$ cat src/rtl/scan_pkg.sv
// scan_pkg -- shared constants and types for the channel scan sequencer.
//   NUM_CH   : number of scanned channels
//   DW       : channel data width
//   SEL_W    : width of the mux select / channel index
//   SEL_PARK : select value driven while idle (downstream mux returns 0)
//   state_e  : sequencer states
package scan_pkg;
    localparam int NUM_CH = 6;
    localparam int DW     = 4;
    localparam int SEL_W  = 3;
    localparam logic [SEL_W-1:0] SEL_PARK = 3'h7;

    typedef enum logic [1:0] {
        IDLE,
        CAPTURE,
        SEND
    } state_e;
endpackage

$ cat src/rtl/chan_scan_seq_if.sv
// chan_scan_seq_if -- request, mux and output-stream signals of the sequencer.
//   req       : per-channel level request           (to sequencer)
//   sel       : registered select to external mux   (from sequencer)
//   mux_out   : mux data for the current sel        (to sequencer)
//   gnt       : one-hot one-cycle grant pulse       (from sequencer)
//   out_data  : captured channel data               (from sequencer)
//   out_ch    : channel index of out_data           (from sequencer)
//   out_valid : out_data/out_ch valid               (from sequencer)
//   out_ready : consumer accepts the word           (to sequencer)
// master = sequencer side, slave = environment side.
interface chan_scan_seq_if
    import scan_pkg::*;
#(
    parameter int NUM_CH = 6,
    parameter int DW     = 4
);
    logic [NUM_CH-1:0] req;
    logic [SEL_W-1:0]  sel;
    logic [DW-1:0]     mux_out;
    logic [NUM_CH-1:0] gnt;
    logic [DW-1:0]     out_data;
    logic [SEL_W-1:0]  out_ch;
    logic              out_valid;
    logic              out_ready;

    modport master (
        input  req, mux_out, out_ready,
        output sel, gnt, out_data, out_ch, out_valid
    );

    modport slave (
        output req, mux_out, out_ready,
        input  sel, gnt, out_data, out_ch, out_valid
    );
endinterface

$ cat src/rtl/chan_scan_seq_rr_pick.sv
// rr_pick -- combinational winner selection.
//   req : per-channel requests
//   ptr : channel the scan starts from (0 for fixed priority)
//   win : first set request at or above ptr, wrapping past the top channel
//   any : at least one request is set
module rr_pick
    import scan_pkg::*;
#(
    parameter int NUM_CH = 6
) (
    input  logic [NUM_CH-1:0] req,
    input  logic [SEL_W-1:0]  ptr,
    output logic [SEL_W-1:0]  win,
    output logic              any
);
    localparam logic [SEL_W:0] NCH = (SEL_W+1)'(NUM_CH);

    logic [2*NUM_CH-1:0] rot;
    logic [SEL_W-1:0]    off;
    logic [SEL_W:0]      sum;

    // Rotating the doubled vector puts channel ptr at bit 0, so the lowest
    // set bit of the rotated word is the offset of the wrapped winner.
    assign rot = {req, req} >> ptr;

    always_comb begin
        off = '0;
        for (int i = NUM_CH - 1; i >= 0; i--) begin
            if (rot[i]) off = SEL_W'(i);
        end
        sum = {1'b0, ptr} + {1'b0, off};
        if (sum >= NCH) sum = sum - NCH;
        win = sum[SEL_W-1:0];
        any = |req;
    end
endmodule

$ cat src/rtl/chan_scan_seq.sv
// chan_scan_seq -- scans request lines, steers an external mux to the
// winning channel, captures its data and offers it on a valid/ready stream.
//   clk    : clock, rising edge
//   areset : asynchronous active-high reset
//   bus    : chan_scan_seq_if.master (req, sel, mux_out, gnt, out_*)
// Build option: SCAN_FIXED_PRIO_EN -- lowest requesting channel always wins
// and no scan pointer is kept; default is round-robin from ptr.
module chan_scan_seq
    import scan_pkg::*;
#(
    parameter int NUM_CH = scan_pkg::NUM_CH,
    parameter int DW     = scan_pkg::DW
) (
    input  logic            clk,
    input  logic            areset,
    chan_scan_seq_if.master bus
);
    localparam logic [SEL_W-1:0] LAST_CH = SEL_W'(NUM_CH - 1);

    state_e            state_q, state_d;
    logic [SEL_W-1:0]  sel_q, sel_d;
    logic [NUM_CH-1:0] gnt_q, gnt_d;
    logic [DW-1:0]     out_data_q, out_data_d;
    logic [SEL_W-1:0]  out_ch_q, out_ch_d;
    logic              out_valid_q, out_valid_d;
    logic [SEL_W-1:0]  ptr;
    logic [SEL_W-1:0]  win;
    logic              any;

`ifdef SCAN_FIXED_PRIO_EN
    assign ptr = '0;
`else
    logic [SEL_W-1:0] ptr_q, ptr_d;
    assign ptr = ptr_q;
`endif

    rr_pick #(.NUM_CH(NUM_CH)) u_pick (
        .req (bus.req),
        .ptr (ptr),
        .win (win),
        .any (any)
    );

    always_comb begin
        state_d     = state_q;
        sel_d       = sel_q;
        gnt_d       = '0;
        out_data_d  = out_data_q;
        out_ch_d    = out_ch_q;
        out_valid_d = out_valid_q;
`ifndef SCAN_FIXED_PRIO_EN
        ptr_d       = ptr_q;
`endif
        case (state_q)
            IDLE: begin
                if (any) begin
                    sel_d   = win;
                    state_d = CAPTURE;
                end else begin
                    sel_d   = SEL_PARK;
                end
            end
            CAPTURE: begin
                // sel_q still holds the winner, so the mux data is its word
                // even if its request has since dropped.
                out_data_d  = bus.mux_out;
                out_ch_d    = sel_q;
                out_valid_d = 1'b1;
                gnt_d       = {{(NUM_CH-1){1'b0}}, 1'b1} << sel_q;
`ifndef SCAN_FIXED_PRIO_EN
                ptr_d       = (sel_q == LAST_CH) ? '0 : sel_q + 1'b1;
`endif
                state_d     = SEND;
            end
            SEND: begin
                if (out_valid_q && bus.out_ready) begin
                    out_valid_d = 1'b0;
                    sel_d       = SEL_PARK;
                    state_d     = IDLE;
                end
            end
            default: state_d = IDLE;
        endcase
    end

    always_ff @(posedge clk or posedge areset) begin
        if (areset) begin
            state_q     <= IDLE;
            sel_q       <= SEL_PARK;
            gnt_q       <= '0;
            out_data_q  <= '0;
            out_ch_q    <= '0;
            out_valid_q <= 1'b0;
`ifndef SCAN_FIXED_PRIO_EN
            ptr_q       <= '0;
`endif
        end else begin
            state_q     <= state_d;
            sel_q       <= sel_d;
            gnt_q       <= gnt_d;
            out_data_q  <= out_data_d;
            out_ch_q    <= out_ch_d;
            out_valid_q <= out_valid_d;
`ifndef SCAN_FIXED_PRIO_EN
            ptr_q       <= ptr_d;
`endif
        end
    end

    assign bus.sel       = sel_q;
    assign bus.gnt       = gnt_q;
    assign bus.out_data  = out_data_q;
    assign bus.out_ch    = out_ch_q;
    assign bus.out_valid = out_valid_q;
endmodule

$ cat src/flat_wrapper.sv
// flat-port wrapper written by rule: the top's interface ports become plain ports
module chan_scan_seq_flat import scan_pkg::*;
#(
    parameter int NUM_CH = scan_pkg::NUM_CH,
    parameter int DW     = scan_pkg::DW
)
  (clk, areset, bus_req, bus_mux_out, bus_out_ready, bus_sel, bus_gnt, bus_out_data, bus_out_ch, bus_out_valid);
  chan_scan_seq_if #(.NUM_CH(NUM_CH), .DW(DW)) bus_i ();
  input  logic clk;
  input  logic areset;
  input wire logic [$bits(bus_i.req)-1:0] bus_req;
  input wire logic [$bits(bus_i.mux_out)-1:0] bus_mux_out;
  input wire logic [$bits(bus_i.out_ready)-1:0] bus_out_ready;
  output wire logic [$bits(bus_i.sel)-1:0] bus_sel;
  output wire logic [$bits(bus_i.gnt)-1:0] bus_gnt;
  output wire logic [$bits(bus_i.out_data)-1:0] bus_out_data;
  output wire logic [$bits(bus_i.out_ch)-1:0] bus_out_ch;
  output wire logic [$bits(bus_i.out_valid)-1:0] bus_out_valid;
  assign bus_i.req = bus_req;
  assign bus_i.mux_out = bus_mux_out;
  assign bus_i.out_ready = bus_out_ready;
  assign bus_sel = bus_i.sel;
  assign bus_gnt = bus_i.gnt;
  assign bus_out_data = bus_i.out_data;
  assign bus_out_ch = bus_i.out_ch;
  assign bus_out_valid = bus_i.out_valid;
  chan_scan_seq #(.NUM_CH(NUM_CH), .DW(DW)) u_core (.clk(clk), .areset(areset), .bus(bus_i));
endmodule
$ cat config.mk
export PLATFORM = sky130hd
export DESIGN_NAME = chan_scan_seq_flat
export DESIGN_NICKNAME = d
export VERILOG_FILES = /design/src/rtl/scan_pkg.sv /design/src/rtl/chan_scan_seq_if.sv /design/src/rtl/chan_scan_seq_rr_pick.sv /design/src/rtl/chan_scan_seq.sv /design/src/flat_wrapper.sv
export SDC_FILE = /design/constraint.sdc
export NUM_CORES = 1
export LEC_CHECK = 0
export ABC_AREA = 1
export ABC_CLOCK_PERIOD_IN_PS = 3150
export BUFFER_PORTS_ARGS = -buffer_cell sky130_fd_sc_hd__buf_2
export CORE_MARGIN = 8
export CORE_UTILIZATION = 35
export DETAILED_ROUTE_END_ITERATION = 7
export GPL_ROUTABILITY_DRIVEN = 1
export GPL_TIMING_DRIVEN = 1
export SETUP_SLACK_MARGIN = 0.4
export SLEW_MARGIN = 20
export SYNTH_ARGS = -nofsm -noshare
export SYNTH_HDL_FRONTEND = slang
export SYNTH_HIERARCHICAL = 1
export SYNTH_SLANG_ARGS = --single-unit
$ cat constraint.sdc
create_clock -name clk -period 3.15 [get_ports clk]
set_clock_uncertainty 0.1 [all_clocks]
set_input_delay 0.4725 -clock clk [delete_from_list [all_inputs] [get_ports clk]]
set_output_delay 0.4725 -clock clk [all_outputs]
set_load 0.02 [all_outputs]
==> results of run 1 <==
where the power goes:
part	internal (W)	switching, W	total, W	leakage, nW
combinational	0.000470	0.000722	0.00119	0.648
clock	0.000111	0.0000841	0.000195	0.0288
sequential	0.000416	0.000131	0.000547	0.271
final cells by class:
cell class,count,area (µm²)
flip-flops and latches,22,558
fillers,383,1950
repair buffers,35,198
clock buffers,4,55.1
multi-input cells,138,738
well taps,48,60.1
inverters,20,77.6
logic make-up after synthesis:
group,Yosys count
flip-flops,22
adder cells (fa/ha/maj),5
AO/OA/AOI/OAI,12
buffers and inverters,22
XOR/XNOR,1
AND/OR/NAND/NOR,120
state kept, by name, summed over array words and instances (netlist names):
register	count
u_core/state_q	2
u_core/bus.out_valid	1
u_core/bus.sel	3
u_core/bus.out_data	4
u_core/bus.out_ch	3
u_core/ptr	3
u_core/bus.gnt	6
synth_stat cells, types with 3 or more instances:
master,number
a21oi_1,5
nor2_1,15
o21ai_0,4
dfstp_2,3
inv_1,17
ha_1,4
dfrtp_1,19
nand2_1,79
nand3_1,20
inv_2,3
worst max-delay path by stage:
stage / slack, ps / startpoint / endpoint
2_1_floorplan: 670 / u_core/ptr[1] / u_core/bus.sel[1]
3_5_place_dp: 430 / u_core/ptr[1] / u_core/bus.sel[1]
6_report: 550 / u_core/ptr[0] / u_core/bus.sel[1]
4_1_cts: 410 / u_core/ptr[1] / u_core/bus.sel[1]
3_3_place_gp: 440 / u_core/ptr[0] / u_core/bus.sel[1]
5_1_grt: 370 / u_core/ptr[0] / u_core/bus.sel[1]
metrics by stage:
step / hold WS (ps) / area (µm²) / total power [W] / worst slack [ps] / utilization [%]
finish: 252 / 1690 / 0.00193 / 554 / 46.4
global route: 308 / 1690 / 0.00214 / 369 / 46.4
CTS: 281 / 1540 / 0.00175 / 409 / 42.5
detailed placement: 365 / 1490 / 0.00154 / 430 / 40.9
global placement: 360 / 1490 / 0.00154 / 436 / 40.9
floorplan: 360 / 1310 / 0.00132 / 673 / -
timing repair:
action	in CTS	in global routing
endpoints found under the hold margin	0	0
setup endpoints to repair	0	2
buffers inserted	0	6
resized for setup	0	33
cells in the final DEF (no fill, tap or decap), types with 3 or more instances in the layout:
master	Yosys	layout
nand2_1	79	69
buf_2	0	29
nand3_1	20	16
dfrtp_1	19	16
inv_1	17	15
nor2_1	15	12
nand2_2	0	9
nand3_2	1	5
clkbuf_8	0	4
inv_2	3	4
a21oi_1	5	4
buf_4	1	4
o21ai_0	4	3
ha_1	4	3
dfstp_2	3	3
dfrtp_2	0	3
routing by layer:
layer / wire (µm) / track usage, % / share of wire (%) / vias to the layer above
met4: 9 / 2.26 / 0.31 / 0
met5: 0 / 0 / 0 / -
met2: 1380 / 15.7 / 47 / 26
met1: 1430 / 12.1 / 49 / 549
met3: 114 / 3.03 / 3.9 / 2
li1: - / - / - / 644
==> summary.md, run 1 <==
| Metric | Value |
|---|---|
| Worst R2R Start | `u_core/ptr[0]` |
| Initial antenna violation count | `0` |
| Routed WL | `2940 µm` |
| Number of nets in the layout | `238` |
| Crit. End Element | `flop` |
| Die H | `77.1 µm` |
| Synthesized flop and latch total | `22` |
| Starting DRT DRC Count | `53` |
| Slew Viols, Final | `0` |
| Die width | `77.1 µm` |
| Worst EP arrival | `2700 ps` |
| DR vias | `1221` |
| IO Count | `30` |
| Crit path top cell by count | `nand2_1` |
| Buf/Inv on CP | `3` |
| # clock sinks | `22` |
| Post-route ant nets | `0` |
| Mux share of post-synthesis cell area | `0%` |
| Fraction of synthesized cell area in xor and xnor cells | `0.671%` |
| CP startpoint kind | `flop` |
| Post-synth EDFFs | `0` |
| Simple-gate share of the synthesized area | `39.1%` |
| Worst min path class | `in -> async` |
| Syn Area/Cell | `7.17 µm²` |
| Reg2reg end | `u_core/bus.sel[1]` |
| Netlist area before placement | `1310 µm²` |
| Clock latency on the worst-skew pair | `260 ps` |
| Critical path fanouts, max | `7` |
| Setup TNS | `0 ps` |
| First-pass GRT wire length | `4900 µm` |
| Num rows | `22` |
| RSZ-0062 raised after global routing | `true` |
| Max_slew headroom | `47.1%` |
| Top FF cell, synth | `dfrtp_1` |
| Fin crit period | `2600 ps` |
| Largest area contributor in the netlist | `dfrtp_1` |
| Area delta synth->final | `29.2%` |
| Pin count of the biggest net entering global routing | `23` |
| Setup violators final | `0` |
| CTS buffer count | `3` |
| Fmax | `385 MHz` |
| Worst-path cell chain | `buf_6 -> nand2_2 -> nand3_2 -> nand2_2 -> nand2_1 -> nand2_1 -> nand2_1 -> nand2_1 -> nand2_1 -> a21oi_1 -> ha_2 -> fa_2 -> inv_2 -> a21oi_1 -> a21oi_1 -> inv_1 -> nand3_1 -> nand2_1 -> nand2_1` |
| Synth top area cells | `dfrtp_1 (36%), nand2_1 (23%), nand3_1 (7.7%)` |
| Total Routing Usage GR | `9.66%` |
| Status | `finished clean` |
| Core Region | `3630 µm²` |
| CP Depth | `19` |
| Synth async-reset ratio | `100%` |
| CP delay by family, top | `simple AND/OR/NAND/NOR gates` |
| CTS tree | `yes` |
| Largest family of logic cells by synthesized area | `simple AND/OR/NAND/NOR gates` |
| Number of global-route vias before repair | `1136` |
| Synth top area share | `36.4%` |
| Leakage power | `0.948 nW` |
| WS Path Type | `reg -> reg` |
| Vias/cell | `4.57` |
| Detailed placement HPWL | `2130 µm` |
| Hold_buf cts | `0` |
| Share of layout cells above drive strength 1 | `35.2%` |
| Post-synthesis sequential area ratio | `42.5%` |
| Synth Area in Compound Gates | `4.89%` |
| CP required | `3250 ps` |
| Peak supply drop | `0.473 mV` |
| Diode count | `0` |
| Reg-to-reg setup timing slack | `550 ps` |
| CP max stage delay | `480 ps` |
| Avg WL per Cell | `11.0 µm` |
| Mapped Cells | `182` |
| P per Cell Area | `1150 nW/µm²` |
| Syn nets | `200` |
| Initial Util | `35.9%` |
| Clk slew on worst S/H paths | `80 ps` |
| Adder-cell share of the synthesized area | `5.37%` |
| Final worst-path cycle share | `82.4%` |
| Worst r2r path cells | `19` |
| Root buffer cell | `clkbuf_8` |
| Post-Layout Cell Count | `267` |
| Placer Congestion | `0.818` |
| Max-cap violations | `0` |
| Grt ovf | `0` |
| Synth unique cells | `23` |
| Port buffer count | `29` |
| H-Tree Depth | `1` |
| CTS max path bufs | `2` |
| DRC | `0` |
| Slowest cell on the critical path | `dfrtp_2` |
| Drt first pass iters | `4` |
| Die area | `5940 µm²` |
| # placed instances | `257` |
| Ys Warns | `6` |
| Slew of the pin with the lowest slew margin | `793 ps` |
| Final-report hold violation count | `0` |
Power figures use the tool's default switching activity.
==> run 2: changes to the inputs <==
--- a/config.mk
+++ b/config.mk
@@ -6,7 +6,7 @@
 export NUM_CORES = 1
 export LEC_CHECK = 0
 export ABC_AREA = 1
-export ABC_CLOCK_PERIOD_IN_PS = 3150
+export ABC_CLOCK_PERIOD_IN_PS = 2210
 export BUFFER_PORTS_ARGS = -buffer_cell sky130_fd_sc_hd__buf_2
 export CORE_MARGIN = 8
 export CORE_UTILIZATION = 35
==> constraint.sdc (replaced) <==
create_clock -name clk -period 2.21 [get_ports clk]
set_clock_uncertainty 0.1 [all_clocks]
set_input_delay 0.3315 -clock clk [delete_from_list [all_inputs] [get_ports clk]]
set_output_delay 0.3315 -clock clk [all_outputs]
set_load 0.02 [all_outputs]
==> summary.md, run 2 (synthesis gave the netlist of run 1 again) <==
| Metric | Value |
|---|---|
| Die area | `5940 µm² (unchanged)` |
| H-Tree Depth | `1 (unchanged)` |
| Post-route ant nets | `0 (unchanged)` |
| Drt first pass iters | `4 (unchanged)` |
| Status | `finished with violations` |
| Avg WL per Cell | `11.6 µm (+5.0%)` |
| CTS max path bufs | `2 (unchanged)` |
| Initial Util | `35.9% (unchanged)` |
| Num rows | `22 (unchanged)` |
| Starting DRT DRC Count | `52 (-1.9%)` |
| CTS tree | `yes` |
| Peak supply drop | `0.673 mV (+42%)` |
| Total Routing Usage GR | `11.1% (+1.5 points)` |
| Slew of the pin with the lowest slew margin | `292 ps (-501 ps)` |
| Max FFs per register | `6 (unchanged)` |
| Slew Viols, Final | `0 (unchanged)` |
| # placed instances | `265 (+3.1%)` |
| Clock latency on the worst-skew pair | `260 ps (about the same)` |
| DR vias | `1258 (+3.0%)` |
| CP startpoint kind | `flop` |
| Number of global-route vias before repair | `1295 (+14%)` |
| Routed WL | `3170 µm (+7.7%)` |
| Share of layout cells above drive strength 1 | `40.3% (+5.1 points)` |
| Final-report hold violation count | `0 (unchanged)` |
| Fin crit period | `2520 ps (-72.0 ps)` |
| WS Path Type | `reg -> reg` |
| Worst min path class | `in -> reg` |
| Critical path fanouts, max | `4 (-3)` |
| Max_slew headroom | `80.5% (+33 points)` |
| Number of nets in the layout | `245 (+2.9%)` |
| Commonest non-fill, non-tap cell in the layout | `nand2_1` |
| Initial antenna violation count | `0 (unchanged)` |
| Violated checks | `setup timing` |
| Vias/cell | `4.59 (+0.40%)` |
| Detailed placement HPWL | `2330 µm (+9.1%)` |
| Worst r2r path cells | `19 (unchanged)` |
| Leakage power | `1.01 nW (+7.0%)` |
| Total power | `0.00295 W (+52%)` |
| Max-cap violations | `0 (unchanged)` |
| Most frequent cells in the layout | `nand2_1 (68), buf_2 (29), dfrtp_1 (17)` |
| IO Count | `30 (unchanged)` |
| RSZ-0062 raised after global routing | `true` |
| Diode count | `0 (unchanged)` |
| Setup WS post-layout | `-314 ps (-868 ps)` |
| FILL cells | `380 (-0.78%)` |
| Reg-to-reg setup timing slack | `-310 ps (-870 ps)` |
| First-pass GRT wire length | `5600 µm (+14%)` |
| Port buffer count | `29 (unchanged)` |
| DRC | `0 (unchanged)` |
| Grt ovf | `0 (unchanged)` |
| Root buffer cell | `clkbuf_8` |
| Fmax | `396 MHz (+2.9%)` |
| Pin count of the biggest net entering global routing | `23 (unchanged)` |
| Placer Congestion | `0.804 (-1.7%)` |
| Worst EP arrival | `2630 ps (-70 ps)` |
| Multi-input gate area | `820 µm² (+11%)` |
| Crit. End Element | `flop` |
| P per Cell Area | `1620 nW/µm² (+42%)` |
| Core Region | `3630 µm² (unchanged)` |
| CTS buffer count | `3 (unchanged)` |
| Die H | `77.1 µm (unchanged)` |
| CP required | `2310 ps (-940 ps)` |
| Area delta synth->final | `39.2%` |
| Die width | `77.1 µm (unchanged)` |
| Clk slew on worst S/H paths | `70 ps (about the same)` |
| Setup violators final | `2 (+2)` |
| Cell count of the worst hold path | `3` |
| # clock sinks | `22 (unchanged)` |
| Register area | `557 µm² (-0.22%)` |
| Post-Layout Cell Count | `274 (+2.6%)` |
| Final worst-path cycle share | `114% (+32 points)` |
-- run 2: path summary, 6_finish.rpt --
kind / from / end
worst max-delay path: u_core/ptr[0] / u_core/bus.sel[2]
worst min-delay path: bus_mux_out[1] / u_core/bus.out_data[1]
worst max register to register: u_core/ptr[0] / u_core/bus.sel[2]
worst min register to register: u_core/bus.out_ch[2] / u_core/bus.out_ch[2]
max in group asynchronous: areset / u_core/bus.sel[2]
min in group asynchronous: areset / u_core/bus.gnt[2]
-- run 2: area by class of cell --
| type | count | area share [%] |
|---|---|---|
| clock buffers | 4 | 2.48 |
| inverters | 20 | 4.55 |
| multi-input cells | 138 | 45.1 |
| flip-flops and latches | 22 | 30.6 |
| well taps | 48 | 3.31 |
| repair buffers | 42 | 13.9 |
-- run 2: what timing repair did --
action / 4_1_cts / 5_1_grt
buffers inserted: 4 / 0
setup endpoints to repair: 3 / 3
pin swaps: 9 / 5
hold endpoints to repair: 19 / 0
resized for setup: 20 / 17
hold buffers: 1 / 0
-- run 2: metrics by stage --
| step | hold slack [ps] | setup TNS, ps | cell area, µm² | setup slack [ps] | util, % |
|---|---|---|---|---|---|
| finish | 160 | -617 | 1820 | -314 | 50.0 |
| global placement | 277 | -743 | 1590 | -391 | 43.7 |
| floorplan | 218 | -334 | 1350 | -168 | - |
| CTS | 154 | -622 | 1740 | -323 | 47.8 |
| global route | 168 | -1010 | 1820 | -503 | 50.0 |
| detailed placement | 278 | -722 | 1590 | -383 | 43.7 |
-- run 2: power breakdown --
| part | switching, W | leakage, nW | internal (W) | total (W) |
|---|---|---|---|---|
| clock network | 0.000121 | 0.0228 | 0.000128 | 0.000249 |
| registers | 0.000168 | 0.272 | 0.000591 | 0.000759 |
| logic | 0.00115 | 0.720 | 0.000787 | 0.00194 |
| total | 0.00144 | 1.01 | 0.00151 | 0.00295 |
-- run 2: worst max-delay path, stage by stage, from the launching register on --
cell and delay [ps]:
dfrtp_2 440, buf_6 150, nand2_4 70, nand3_2 90, nand2_2 110, nand2_1 50, nand2_1 80, nand2_1 60
nand2_1 60, a21oi_2 60, ha_4 160, fa_2 530, inv_2 50, nor2_2 70, nand2_1 50, o21ai_1 70
inv_1 60, nand3_2 70, nand2_2 50, nand2_1 70
-- run 2: per-layer routing --
metal,track usage (%),part of all wire [%]
met5,0,0
met4,2.83,0.54
met3,3.15,3.8
met2,18.0,48
met1,14.2,48
